**config.mk**
```make
export PLATFORM = sky130hd
export DESIGN_NAME = rms_pk_meter
export DESIGN_NICKNAME = d
export VERILOG_FILES = /design/src/rtl/rms_pk_meter.sv
export SDC_FILE = /design/constraint.sdc
export NUM_CORES = 1
export LEC_CHECK = 0
export CELL_PAD_IN_SITES_DETAIL_PLACEMENT = 1
export CELL_PAD_IN_SITES_GLOBAL_PLACEMENT = 1
export CORE_AREA = 2 2 138 241
export CTS_BUF_LIST = sky130_fd_sc_hd__clkbuf_4 sky130_fd_sc_hd__clkbuf_8
export DETAILED_ROUTE_END_ITERATION = 8
export DIE_AREA = 0 0 140 243
export GPL_TIMING_DRIVEN = 0
export MAX_ROUTING_LAYER = met4
export PLACE_DENSITY_LB_ADDON = 0.1
export SYNTH_ARGS = -nofsm -noshare
export SYNTH_HDL_FRONTEND = slang
export SYNTH_SLANG_ARGS = --single-unit
```
**constraint.sdc**
```tcl
create_clock -name clk -period 6.72 [get_ports clk]
set_input_delay 1.344 -clock clk [delete_from_list [all_inputs] [get_ports clk]]
set_output_delay 1.344 -clock clk [all_outputs]
set_load 0.01 [all_outputs]
```
**src/rtl/rms_pk_meter.sv**
```systemverilog
// Windowed RMS / peak meter: squares and peak are accumulated over 2^LOG2N samples,
// then a restoring bit-serial square root publishes RMS and PIC with a one-cycle ok_SQRT.
module rms_pk_meter #(
  parameter int W     = 12,
  parameter int LOG2N = 10
) (
  input  logic         clk,
  input  logic         NRST,
  input  logic         ce,
  input  logic [W-1:0] X,
  input  logic         bip,
  output logic [W-1:0] RMS,
  output logic [W-1:0] PIC,
  output logic         ok_SQRT,
  output logic         busy,
  output logic         Tmes,
  output logic         err
);

  localparam int AW = 2 * W + LOG2N;
  localparam int RW = W + 3;
  localparam int IW = $clog2(W + 1);

  localparam logic [1:0] S_IDLE = 2'd0;
  localparam logic [1:0] S_ITER = 2'd1;
  localparam logic [1:0] S_DONE = 2'd2;

  localparam logic [W-1:0]     HALF     = {1'b1, {(W-1){1'b0}}};
  localparam logic [LOG2N-1:0] CNT_LAST = '1;
  localparam logic [IW-1:0]    IT_LAST  = IW'(W - 1);

  // ---------------- stage 0: magnitude capture ----------------
  logic [W-1:0] mag_d;
  logic [W-1:0] mag_q;
  logic         vld_q;

  always_comb begin
    mag_d = X;
    if (bip) begin
      mag_d = (X >= HALF) ? (X - HALF) : (HALF - X);
    end
  end

  always_ff @(posedge clk or negedge NRST) begin
    if (!NRST) begin
      mag_q <= '0;
      vld_q <= 1'b0;
    end else begin
      vld_q <= ce;
      if (ce) begin
        mag_q <= mag_d;
      end
    end
  end

  // ---------------- stage 1: accumulate squares and peak ----------------
  logic [2*W-1:0]   sq;
  logic [AW-1:0]    acc_q;
  logic [AW-1:0]    acc_sum;
  logic [W-1:0]     pk_q;
  logic [W-1:0]     pk_max;
  logic [W-1:0]     pkr_q;
  logic [LOG2N-1:0] cnt_q;
  logic             tmes_q;
  logic             err_q;
  logic             win_end;
  logic             start;
  logic [2*W-1:0]   mean_w;

  assign sq      = {{W{1'b0}}, mag_q} * {{W{1'b0}}, mag_q};
  assign acc_sum = acc_q + {{LOG2N{1'b0}}, sq};
  assign pk_max  = (mag_q > pk_q) ? mag_q : pk_q;
  assign mean_w  = acc_sum[LOG2N +: 2*W];
  assign win_end = vld_q && (cnt_q == CNT_LAST);
  assign start   = win_end && !busy;

  always_ff @(posedge clk or negedge NRST) begin
    if (!NRST) begin
      acc_q  <= '0;
      pk_q   <= '0;
      pkr_q  <= '0;
      cnt_q  <= '0;
      tmes_q <= 1'b0;
      err_q  <= 1'b0;
    end else if (vld_q) begin
      cnt_q <= cnt_q + LOG2N'(1);
      if (win_end) begin
        // The sample completing this window is folded in here; the next one opens a fresh window.
        acc_q  <= '0;
        pk_q   <= '0;
        tmes_q <= ~tmes_q;
        if (busy) begin
          err_q <= 1'b1;
        end else begin
          pkr_q <= pk_max;
        end
      end else begin
        acc_q <= acc_sum;
        pk_q  <= pk_max;
      end
    end
  end

  // ---------------- restoring bit-serial square root ----------------
  logic [1:0]     state_q, state_d;
  logic [2*W-1:0] rad_q, rad_d;
  logic [RW-1:0]  rem_q, rem_d;
  logic [W-1:0]   root_q, root_d;
  logic [IW-1:0]  it_q, it_d;
  logic [W-1:0]   rms_q, rms_d;
  logic [W-1:0]   pic_q, pic_d;
  logic           ok_q, ok_d;
  logic [RW-1:0]  rem_sh;
  logic [RW-1:0]  trial;
  logic           ge;

  // The remainder carries three guard bits so the shifted partial remainder never truncates.
  assign rem_sh = {rem_q[RW-3:0], rad_q[2*W-1 -: 2]};
  assign trial  = {1'b0, root_q, 2'b01};
  assign ge     = (rem_sh >= trial);

  always_comb begin
    state_d = state_q;
    rad_d   = rad_q;
    rem_d   = rem_q;
    root_d  = root_q;
    it_d    = it_q;
    rms_d   = rms_q;
    pic_d   = pic_q;
    ok_d    = 1'b0;
    case (state_q)
      S_IDLE: begin
        if (start) begin
          rad_d   = mean_w;
          rem_d   = '0;
          root_d  = '0;
          it_d    = '0;
          state_d = S_ITER;
        end
      end
      S_ITER: begin
        rem_d  = ge ? (rem_sh - trial) : rem_sh;
        root_d = {root_q[W-2:0], ge};
        rad_d  = {rad_q[2*W-3:0], 2'b00};
        it_d   = it_q + IW'(1);
        if (it_q == IT_LAST) begin
          state_d = S_DONE;
        end
      end
      S_DONE: begin
        rms_d   = root_q;
        pic_d   = pkr_q;
        ok_d    = 1'b1;
        state_d = S_IDLE;
      end
      default: state_d = S_IDLE;
    endcase
  end

  always_ff @(posedge clk or negedge NRST) begin
    if (!NRST) begin
      state_q <= S_IDLE;
      rad_q   <= '0;
      rem_q   <= '0;
      root_q  <= '0;
      it_q    <= '0;
      rms_q   <= '0;
      pic_q   <= '0;
      ok_q    <= 1'b0;
    end else begin
      state_q <= state_d;
      rad_q   <= rad_d;
      rem_q   <= rem_d;
      root_q  <= root_d;
      it_q    <= it_d;
      rms_q   <= rms_d;
      pic_q   <= pic_d;
      ok_q    <= ok_d;
    end
  end

  assign busy    = (state_q != S_IDLE);
  assign RMS     = rms_q;
  assign PIC     = pic_q;
  assign ok_SQRT = ok_q;
  assign Tmes    = tmes_q;
  assign err     = err_q;

endmodule

```
==> reports/qor.csv <==
metric,value,unit
status,"finished, violations left",
synth-seq-area-share,32.1,%
critPathCaptureType,flip-flop,
htree_levels,4,
most-common-layout-cells,"inv_1 (225), dfrtp_1 (157), fa_1 (100)",
slowest_delay,0.59,ns
drv_cap,0,
hold_depth,1,
clk_latency,0.50,ns
violations,DRC,
gp_congestion,0.847,
ys_types,63,
core-area,0.0321,sq mm
r2r_slack,0.25,ns
finalCriticalPeriod,6.47,ns
die-height,243,microns
die_area,0.0340,sq mm
die_w,140,microns
route.detailed.drc,4,
viasPerCell,5.35,
r2r_end,acc_q[24],
worstSetupPathType,flip-flop to flip-flop,
synth-edff-count,0,
fin_nets,1636,
drtIter0Drc,313,
synthCells,1360,
synthFlopType,dfrtp_1,
grt_max_degree,84,
grt_pass1_vias,11050,
arrival,6.86,ns
cts.sinks,163,
layout_commonest_cell,inv_1,
cp_slowest_cell,fa_1,
start_kind,flip-flop,
drtAntennaViolNets,0,
syn_nets,1573,
initial_core_util,39.6,%
cts_setup_buffers,0,
hold_path.class,flip-flop to flip-flop,
yosys_warnings,0,
antenna_found_initial,1,
fin_worst_skew,0.0168,ns
grt.total_usage,24.1,%
critPathBufInv,5,
path_clk_slew,0.10,ns
fin_tns_setup,0,ns
drt_first_pass_iters,6,
avgSynthCellArea,9.34,sq um
cts_tree,done,
slew_violations,0,
port_buffers,43,
vias,9812,
ys_ff_latch,163,
area.growth.synth_to_final,11.7,%
tightest_slew,0.768,ns
cp_top_family,adder cells,
synth_area,0.0127,sq mm
required,7.12,ns
crit_fanout,10,
grt_pass1_wl,60800,microns
r2r-start,mag_q[4],
hold_viol_final,0,
wire_per_inst,20.7,microns
min_period_over_period,96.2,%
max_slew_margin,48.8,%
clock_path_buffers,2,
cts-root-buf,clkbuf_8,
rsz0062_at_grt,true,
whs_endpoint,err,
max_freq,0.155,GHz
io_pins,44,
num_rows,87,
drive_gt1_share,6.42,%
overflow,0,
hp-start,err,
cp_common_cell,fa_1,
numCtsBuffers,17,
wirelength,37900,microns
ys_async_sr_fraction,100,%
hpwl,30900,microns
finalSetupViolations,0,
path_cells,buf_2 > inv_1 > nor2_1 > fa_1 > fa_1 > fa_1 > fa_1 > inv_1 > fa_1 > inv_1 > ha_1 > buf_2 > nand4_1 > o211ai_1 > a311oi_1 > o21ai_1 > a41oi_1 > o21ai_1 > xor2_1 > a31o_2,
reg2regPathDepth,20,
## worst reg2reg max path, cell delays in order, from the launching register on
cell      delay, ns
dfrtp_2        0.51
buf_2          0.31
inv_1          0.14
nor2_1         0.27
fa_1           0.50
fa_1           0.53
fa_1           0.53
fa_1           0.54
inv_1          0.05
fa_1           0.59
inv_1          0.06
ha_1           0.32
buf_2          0.20
nand4_1        0.11
o211ai_1       0.13
a311oi_1       0.39
o21ai_1        0.22
a41oi_1        0.38
o21ai_1        0.12
xor2_1         0.19
a31o_2         0.27
## final cells by class
class,count,area [sq um]
clock inverters,13,224
fillers,3710,17900
inverters,225,845
plain buffers,67,284
well taps,400,500
multi-input cells,905,7550
clock buffers,17,234
diodes,1,2.50
flip-flops and latches,163,4090
repair buffers,44,463
## state kept, by name, summed over array words and instances, names as in the netlist
name,flops
RMS,12
acc_q,34
mag_q,12
pk_q,12
root_q,12
PIC,12
err,1
it_q,4
cnt_q,10
state_q,2
pkr_q,12
vld_q,1
rad_q,24
Tmes,1
ok_SQRT,1
rem_q,13
## logic make-up (layout without fill, tap and decap cells)
family | count (synthesis) | in the layout | synth area share, %
and+or+nand+nor | 311 | 311 | 12.0
DFF | 163 | 163 | 32.1
AOI/OAI and AO/OA | 314 | 314 | 15.8
other | 0 | 1 | 0
adders and majority gates | 197 | 197 | 25.3
muxes | 19 | 19 | 1.63
xor gates and xnor gates | 64 | 64 | 4.41
buffers and inverters | 292 | 366 | 8.73
## cells in the mapped netlist, types with 5 or more instances
library cell | count | area (sq um)
inv_1 | 225 | 845
buf_2 | 9 | 45.0
ha_1 | 97 | 1210
o2bb2ai_1 | 12 | 105
mux2_2 | 14 | 158
xor2_1 | 27 | 236
a22oi_1 | 18 | 135
nor2b_1 | 13 | 81.3
o21ai_1 | 10 | 50.1
o21ai_0 | 91 | 455
mux2i_1 | 5 | 50.1
a21o_1 | 24 | 180
a211oi_1 | 13 | 97.6
o21a_1 | 5 | 37.5
nand4_1 | 17 | 106
xnor2_1 | 37 | 324
nand2_1 | 85 | 319
nor2_1 | 65 | 244
dfrtp_1 | 163 | 4080
a22o_1 | 16 | 140
and2_1 | 35 | 219
clkbuf_1 | 55 | 206
o22ai_1 | 18 | 113
fa_1 | 100 | 2000
a21oi_1 | 69 | 345
nor3_1 | 22 | 110
nand2b_1 | 9 | 56.3
nand3_1 | 39 | 195
## worst max-delay path by stage
stage | endpoint | startpoint | slack (ns) | depth (start not counted)
floorplan | acc_q[24] | mag_q[4] | 1.11 | 19
global placement | mag_q[4] | NRST | -2.84 | 1
detailed placement | rad_q[22] | mag_q[0] | -0.25 | 21
CTS | rad_q[22] | mag_q[9] | 0.02 | 19
global route | acc_q[24] | mag_q[4] | -0.04 | 20
finish | acc_q[24] | mag_q[4] | 0.25 | 20
## routing by layer
layer	GRT usage, %	vias to the layer above	routed length [microns]
met5	-	-	0
met1	23.6	4984	13400
li1	-	4644	-
met4	11.1	0	1760
met2	46.8	116	22200
met3	2.70	68	532
## what timing repair did
| action | in CTS | in global routing |
|---|---|---|
| resized for setup | 7 | 27 |
| hold buffers | 0 | 0 |
| setup endpoints to repair | 22 | 22 |
| hold endpoints to repair | 0 | 0 |
| pin swaps | 0 | 1 |
## stage by stage
| stage | setup WS (ns) | hold WS [ns] | std cells | utilization, % | cell area [sq um] |
|---|---|---|---|---|---|
| floorplan | 1.11 | 0.439 | 1360 | - | 12700 |
| global placement | -2.84 | 0.440 | 1803 | 42.5 | 13600 |
| detailed placement | -0.245 | 0.449 | 1804 | 42.6 | 13700 |
| CTS | 0.0231 | 0.473 | 1834 | 44.0 | 14100 |
| global route | -0.0412 | 0.489 | 1835 | 44.2 | 14200 |
| finish | 0.253 | 0.467 | 1835 | 44.2 | 14200 |
Power is not shown: default switching activity piles up to over one toggle a cycle in this logic, so the estimate is an artifact.
